**config.mk**
```make
export PLATFORM = sky130hd
export DESIGN_NAME = byte_serial_adder
export DESIGN_NICKNAME = d
export VERILOG_FILES = /design/src/rtl/byte_serial_adder_pkg.sv /design/src/rtl/byte_serial_adder_slice.sv /design/src/rtl/byte_serial_adder.sv
export SDC_FILE = /design/constraint.sdc
export NUM_CORES = 1
export LEC_CHECK = 0
export BUFFER_PORTS_ARGS = -buffer_cell sky130_fd_sc_hd__clkbuf_2
export CORE_MARGIN = 5
export CORE_UTILIZATION = 30
export CTS_CLUSTER_DIAMETER = 80
export DETAILED_ROUTE_END_ITERATION = 8
export HOLD_SLACK_MARGIN = 0.06
export SLEW_MARGIN = 25
export SYNTH_ARGS = -nofsm -noshare
export SYNTH_HDL_FRONTEND = slang
export SYNTH_SLANG_ARGS = --single-unit
```
**constraint.sdc**
```tcl
create_clock -name clk -period 3.11 [get_ports clk]
set_input_delay 0.622 -clock clk [delete_from_list [all_inputs] [get_ports clk]]
set_output_delay 0.622 -clock clk [all_outputs]
set_load 0.005 [all_outputs]
```
**src/rtl/byte_serial_adder_pkg.sv**
```systemverilog
// Shared constants for the byte-serial adder: slice width, FSM encoding, index sizing.
// Imported by the top and the 8-bit slice.
package byte_serial_adder_pkg;

    localparam int SLICE_W = 8;

    typedef enum logic [1:0] {
        ST_IDLE = 2'd0,
        ST_RUN  = 2'd1,
        ST_DONE = 2'd2
    } state_t;

    function automatic int clog2(input int n);
        int r;
        r = 0;
        for (int v = n - 1; v > 0; v = v >> 1) begin
            r++;
        end
        return r;
    endfunction

endpackage

```
**src/rtl/byte_serial_adder_slice.sv**
```systemverilog
// fwd_adder_8b: combinational 8-bit add with carry in/out.
// Zero latency; no flow control of its own.
module fwd_adder_8b
    import byte_serial_adder_pkg::*;
(
    input  logic [SLICE_W-1:0] a_i,
    input  logic [SLICE_W-1:0] b_i,
    input  logic               cin_i,
    output logic [SLICE_W-1:0] sum_o,
    output logic               cout_o
);

    assign {cout_o, sum_o} = {1'b0, a_i} + {1'b0, b_i} + {{SLICE_W{1'b0}}, cin_i};

endmodule

```
**src/rtl/byte_serial_adder.sv**
```systemverilog
// WIDTH-bit adder computed one byte per cycle through fwd_adder_8b, LSB first.
// Optional signed-overflow output enabled by BYTE_SERIAL_OVF_EN.
module byte_serial_adder
    import byte_serial_adder_pkg::*;
#(
    parameter int WIDTH  = 32,
    parameter int NSLICE = WIDTH / SLICE_W
) (
    input  logic             clk,
    input  logic             rst,
    input  logic             in_valid,
    output logic             in_ready,
    input  logic [WIDTH-1:0] a,
    input  logic [WIDTH-1:0] b,
    input  logic             cin,
    output logic             out_valid,
    input  logic             out_ready,
    output logic [WIDTH-1:0] sum,
    output logic             cout,
    output logic             busy
`ifdef BYTE_SERIAL_OVF_EN
    ,
    output logic             ovf
`endif
);

    localparam int IDX_W = (clog2(NSLICE) < 1) ? 1 : clog2(NSLICE);
    localparam logic [IDX_W-1:0] LAST_IDX = IDX_W'(NSLICE - 1);

    state_t             state_q;
    logic [IDX_W-1:0]   idx_q;
    logic [WIDTH-1:0]   a_q;
    logic [WIDTH-1:0]   b_q;
    logic [WIDTH-1:0]   sum_q;
    logic               carry_q;
    logic               cout_q;
    logic               in_ready_q;
    logic               out_valid_q;
    logic               busy_q;

    logic [SLICE_W-1:0] slice_a;
    logic [SLICE_W-1:0] slice_b;
    logic [SLICE_W-1:0] slice_sum;
    logic               slice_cout;

    always_comb begin
        slice_a = a_q[idx_q * SLICE_W +: SLICE_W];
        slice_b = b_q[idx_q * SLICE_W +: SLICE_W];
    end

    fwd_adder_8b u_slice (
        .a_i    (slice_a),
        .b_i    (slice_b),
        .cin_i  (carry_q),
        .sum_o  (slice_sum),
        .cout_o (slice_cout)
    );

`ifdef BYTE_SERIAL_OVF_EN
    logic ovf_q;
    // Carry into the MSB is recovered from the top-byte operand and result bits.
    logic ovf_d;
    assign ovf_d = (slice_a[SLICE_W-1] ^ slice_b[SLICE_W-1] ^ slice_sum[SLICE_W-1]) ^ slice_cout;
    assign ovf   = ovf_q;
`endif

    always_ff @(posedge clk or posedge rst) begin
        if (rst) begin
            state_q     <= ST_IDLE;
            idx_q       <= '0;
            a_q         <= '0;
            b_q         <= '0;
            sum_q       <= '0;
            carry_q     <= 1'b0;
            cout_q      <= 1'b0;
            in_ready_q  <= 1'b1;
            out_valid_q <= 1'b0;
            busy_q      <= 1'b0;
`ifdef BYTE_SERIAL_OVF_EN
            ovf_q       <= 1'b0;
`endif
        end else begin
            case (state_q)
                ST_IDLE: begin
                    if (in_valid) begin
                        a_q        <= a;
                        b_q        <= b;
                        carry_q    <= cin;
                        idx_q      <= '0;
                        state_q    <= ST_RUN;
                        in_ready_q <= 1'b0;
                        busy_q     <= 1'b1;
                    end
                end
                ST_RUN: begin
                    sum_q[idx_q * SLICE_W +: SLICE_W] <= slice_sum;
                    carry_q <= slice_cout;
                    idx_q   <= idx_q + 1'b1;
                    if (idx_q == LAST_IDX) begin
                        cout_q      <= slice_cout;
                        state_q     <= ST_DONE;
                        busy_q      <= 1'b0;
                        out_valid_q <= 1'b1;
`ifdef BYTE_SERIAL_OVF_EN
                        ovf_q       <= ovf_d;
`endif
                    end
                end
                ST_DONE: begin
                    if (out_ready) begin
                        state_q     <= ST_IDLE;
                        out_valid_q <= 1'b0;
                        in_ready_q  <= 1'b1;
                    end
                end
                default: begin
                    state_q     <= ST_IDLE;
                    out_valid_q <= 1'b0;
                    busy_q      <= 1'b0;
                    in_ready_q  <= 1'b1;
                end
            endcase
        end
    end

    assign in_ready  = in_ready_q;
    assign out_valid = out_valid_q;
    assign busy      = busy_q;
    assign sum       = sum_q;
    assign cout      = cout_q;

endmodule
```
==> flow_summary.toml <==
[run_status]
status = "finished, final reports clean"

[worst_setup_path]
worstReg2RegEnd = "cout"
startpoint_type = "register"
r2r_slack_ps = 170
cp_data_arrival_time_ps = 3150
r2r-start = "idx_q[0]"
crit_type = "register to register"
cp_slowest_cell = "mux4_2"
end_kind = "register"
critPathRequiredTime_ps = 3320
cp_cell_sequence = "mux4_2 -> fa_1 -> fa_1 -> a21o_1 -> a221oi_2 -> o21bai_1 -> a21oi_1 -> a31oi_1"
cpMostUsedCell = "fa_1"
crit_family = "compound AO/OA/AOI/OAI gates"
rr_worst_depth = 8
worst_path_largest_cell_delay_ps = 550
worst-path-buf-inv = 0
crit_fanout = 4

[sta]
relSlewSlack_pct = 59.6
setup_tns_ps = 0
setup_violations = 0
fmax_ghz = 0.340
finalClockSkew_ps = 7.84
rsz0062_at_grt = "yes"
finalCriticalPeriod_ps = 2940
tightest_slew_ps = 602
fin_crit_sh_pct = 94.7
slew_violations = 0
hold_viol_final = 0

[cells_and_area]
num_antenna_cells = 0
num-nets-final = 516
drive_gt1_share_pct = 49.4
instances_no_fill = 653
area_growth_syn_to_layout_pct = 23.1

[place]
dp_cells = 637
gp_congestion = 0.820
port_buffers = 104
hpwl_um = 8550

[logic_synthesis]
ys_ff_latch = 105
yosysWarningCount = 0
netlist_instances = 323
syn_nets = 407
synthArstFlopShare_pct = 100
syn_area_mm2 = 0.00479
synth_edf_count = 0
synth_ff_type = "dfrtp_1"
syn_area_per_cell_um2 = 14.8
yosys.cell_types.count = 47
ys_seq_area_share_pct = 54.9

[route]
wl_per_cell_um = 17.3
firstDrtPassIters = 4
final_antenna_net_count = 0
via_count = 3063
drtIter0Drc = 150
wirelength_um = 11300
post-route-drc-count = 0
viasPerCell = 4.69

[floorplan]
fp.dieH_um = 136
core_mm2 = 0.0158
start_util_pct = 30.4
die_area_mm2 = 0.0186
die_x_um = 136
placementRows = 46
io_pins = 105

[clocking]
cts_num_sinks = 105
cts_tree = "done"
insertion_delay_ps = 350
cts.path.max_buffers = 2
cts_hold_buf = 0
cts_buffers = 9
path_clk_slew_ps = 70
htree_levels = 3
clock-root-buffer = "clkbuf_16"

[power]
power.density_mw_per_mm2 = 1270
max-vdd-ir-drop_uv = 640
p_leak_nw = 2.71

[grt]
antenna_found_initial = 0
grt_max_degree = 106
track_usage_pct = 12.9
grt_overflow = 0
grt_pass1_vias = 3400
grt_pass1_wl_um = 18400

[worst_hold_path]
hp-class = "primary input to asynchronous set/reset pin"

[flow_run]
maxCapViolCount = 0
==> Yosys cell counts, types with 2 or more instances <==
| cell | number | share of area (%) |
|---|---|---|
| buf_2 | 3 | 0.31 |
| xnor2_1 | 4 | 0.73 |
| ha_1 | 13 | 3.4 |
| o22a_1 | 2 | 0.37 |
| nand2_4 | 3 | 0.70 |
| a22o_1 | 25 | 4.6 |
| mux4_2 | 16 | 7.5 |
| nor2_1 | 6 | 0.47 |
| nand2_1 | 12 | 0.94 |
| inv_1 | 8 | 0.63 |
| mux2_2 | 59 | 14 |
| nor3_2 | 2 | 0.42 |
| o21bai_1 | 2 | 0.31 |
| fa_1 | 2 | 0.84 |
| dfrtp_1 | 104 | 54 |
| a21oi_1 | 7 | 0.73 |
| o21ai_2 | 2 | 0.37 |
| mux2_1 | 6 | 1.4 |
| buf_4 | 7 | 1.1 |
| o21ai_0 | 11 | 1.1 |
| a21o_1 | 3 | 0.47 |
==> power by group <==
group / internal [mW] / switching, mW / total, mW
Combinational: 1.77 / 2.13 / 3.89
Clock: 0.735 / 0.508 / 1.24
Sequential: 1.99 / 0.372 / 2.36
==> metrics by stage <==
step | power, mW | hold WS [ps] | area [um2] | worst slack, ps | utilization, %
after global placement | 6.24 | 469 | 5570 | 197 | 35.3
final | 7.50 | 400 | 5900 | 165 | 37.4
after global routing | 8.07 | 469 | 5900 | -3.43 | 37.4
after detailed placement | 6.34 | 474 | 5570 | 115 | 35.3
after CTS | 7.60 | 447 | 5900 | 100 | 37.4
after floorplan | 5.17 | 453 | 4800 | 67.0 | -
==> worst max path at each step <==
stage                   from      end  slack [ps]  cells past startpoint
floorplan           idx_q[1]     cout          70                     10
global placement    idx_q[0]     cout         200                      8
detailed placement  idx_q[0]     cout         110                      8
CTS                 idx_q[0]     cout         100                      8
global route        idx_q[0]  sum[15]          -3                      8
finish              idx_q[0]     cout         170                      8
==> state kept, by name, summed over array words and instances (netlist names) <==
register / flops
b_q: 32
cout: 1
out_valid: 1
state_q: 2
idx_q: 2
carry_q: 1
in_ready: 1
busy: 1
sum: 32
a_q: 32
==> cell usage in the layout, fill, tap and decap left out, drive strengths merged, types with 2 or more instances in the layout <==
master and instances:
fa 2, inv 9, a21oi 7, clkbuf 115
ha 13, nor2 7, o22a 2, a22o 25
a21o 3, nand2 16, bufinv 2, dfrtp 104
o21bai 2, buf 6, mux4 16, xnor2 4
nor3 3, mux2 65, o21ai 13
==> logic make-up (layout without fill, tap and decap cells) <==
kind of cell,count (synthesis),in the layout,share of synthesized area [%]
buffers and inverters,20,134,2.35
AND/OR/NAND/NOR,38,38,5.64
flip-flops,105,105,54.9
XOR/XNOR,5,5,0.914
AO/OA/AOI/OAI,58,58,9.01
multiplexers,82,82,23.0
adder cells (fa/ha/maj),15,15,4.23
==> metal layers <==
layer | global-route usage, % | part of all wire (%) | vias up
li1 | - | - | 1420
met1 | 17.4 | 46 | 1553
met2 | 20.3 | 47 | 79
met3 | 3.66 | 5.6 | 11
met4 | 3.92 | 1.8 | 0
met5 | 0 | 0 | -
==> worst register-to-register path, cell delays in order (launching register included) <==
cell      delay, ps
dfrtp_1         450
mux4_2          550
fa_1            460
fa_1            410
a21o_1          200
a221oi_2        310
o21bai_1        100
a21oi_1         220
a31oi_1         110
==> area by class of cell <==
type | instances | area [um2]
well taps | 216 | 270
clock buffers | 11 | 243
multi-input cells | 198 | 2060
fillers | 1558 | 9870
flip-flops and latches | 105 | 2630
clock inverters | 5 | 86.3
inverters | 8 | 33.8
repair buffers | 110 | 582
==> timing repair <==
action	in CTS	in global routing
resized for setup	0	1
buffers inserted	0	0
endpoints found under the setup margin	0	12
Power figures use the tool's default switching activity.
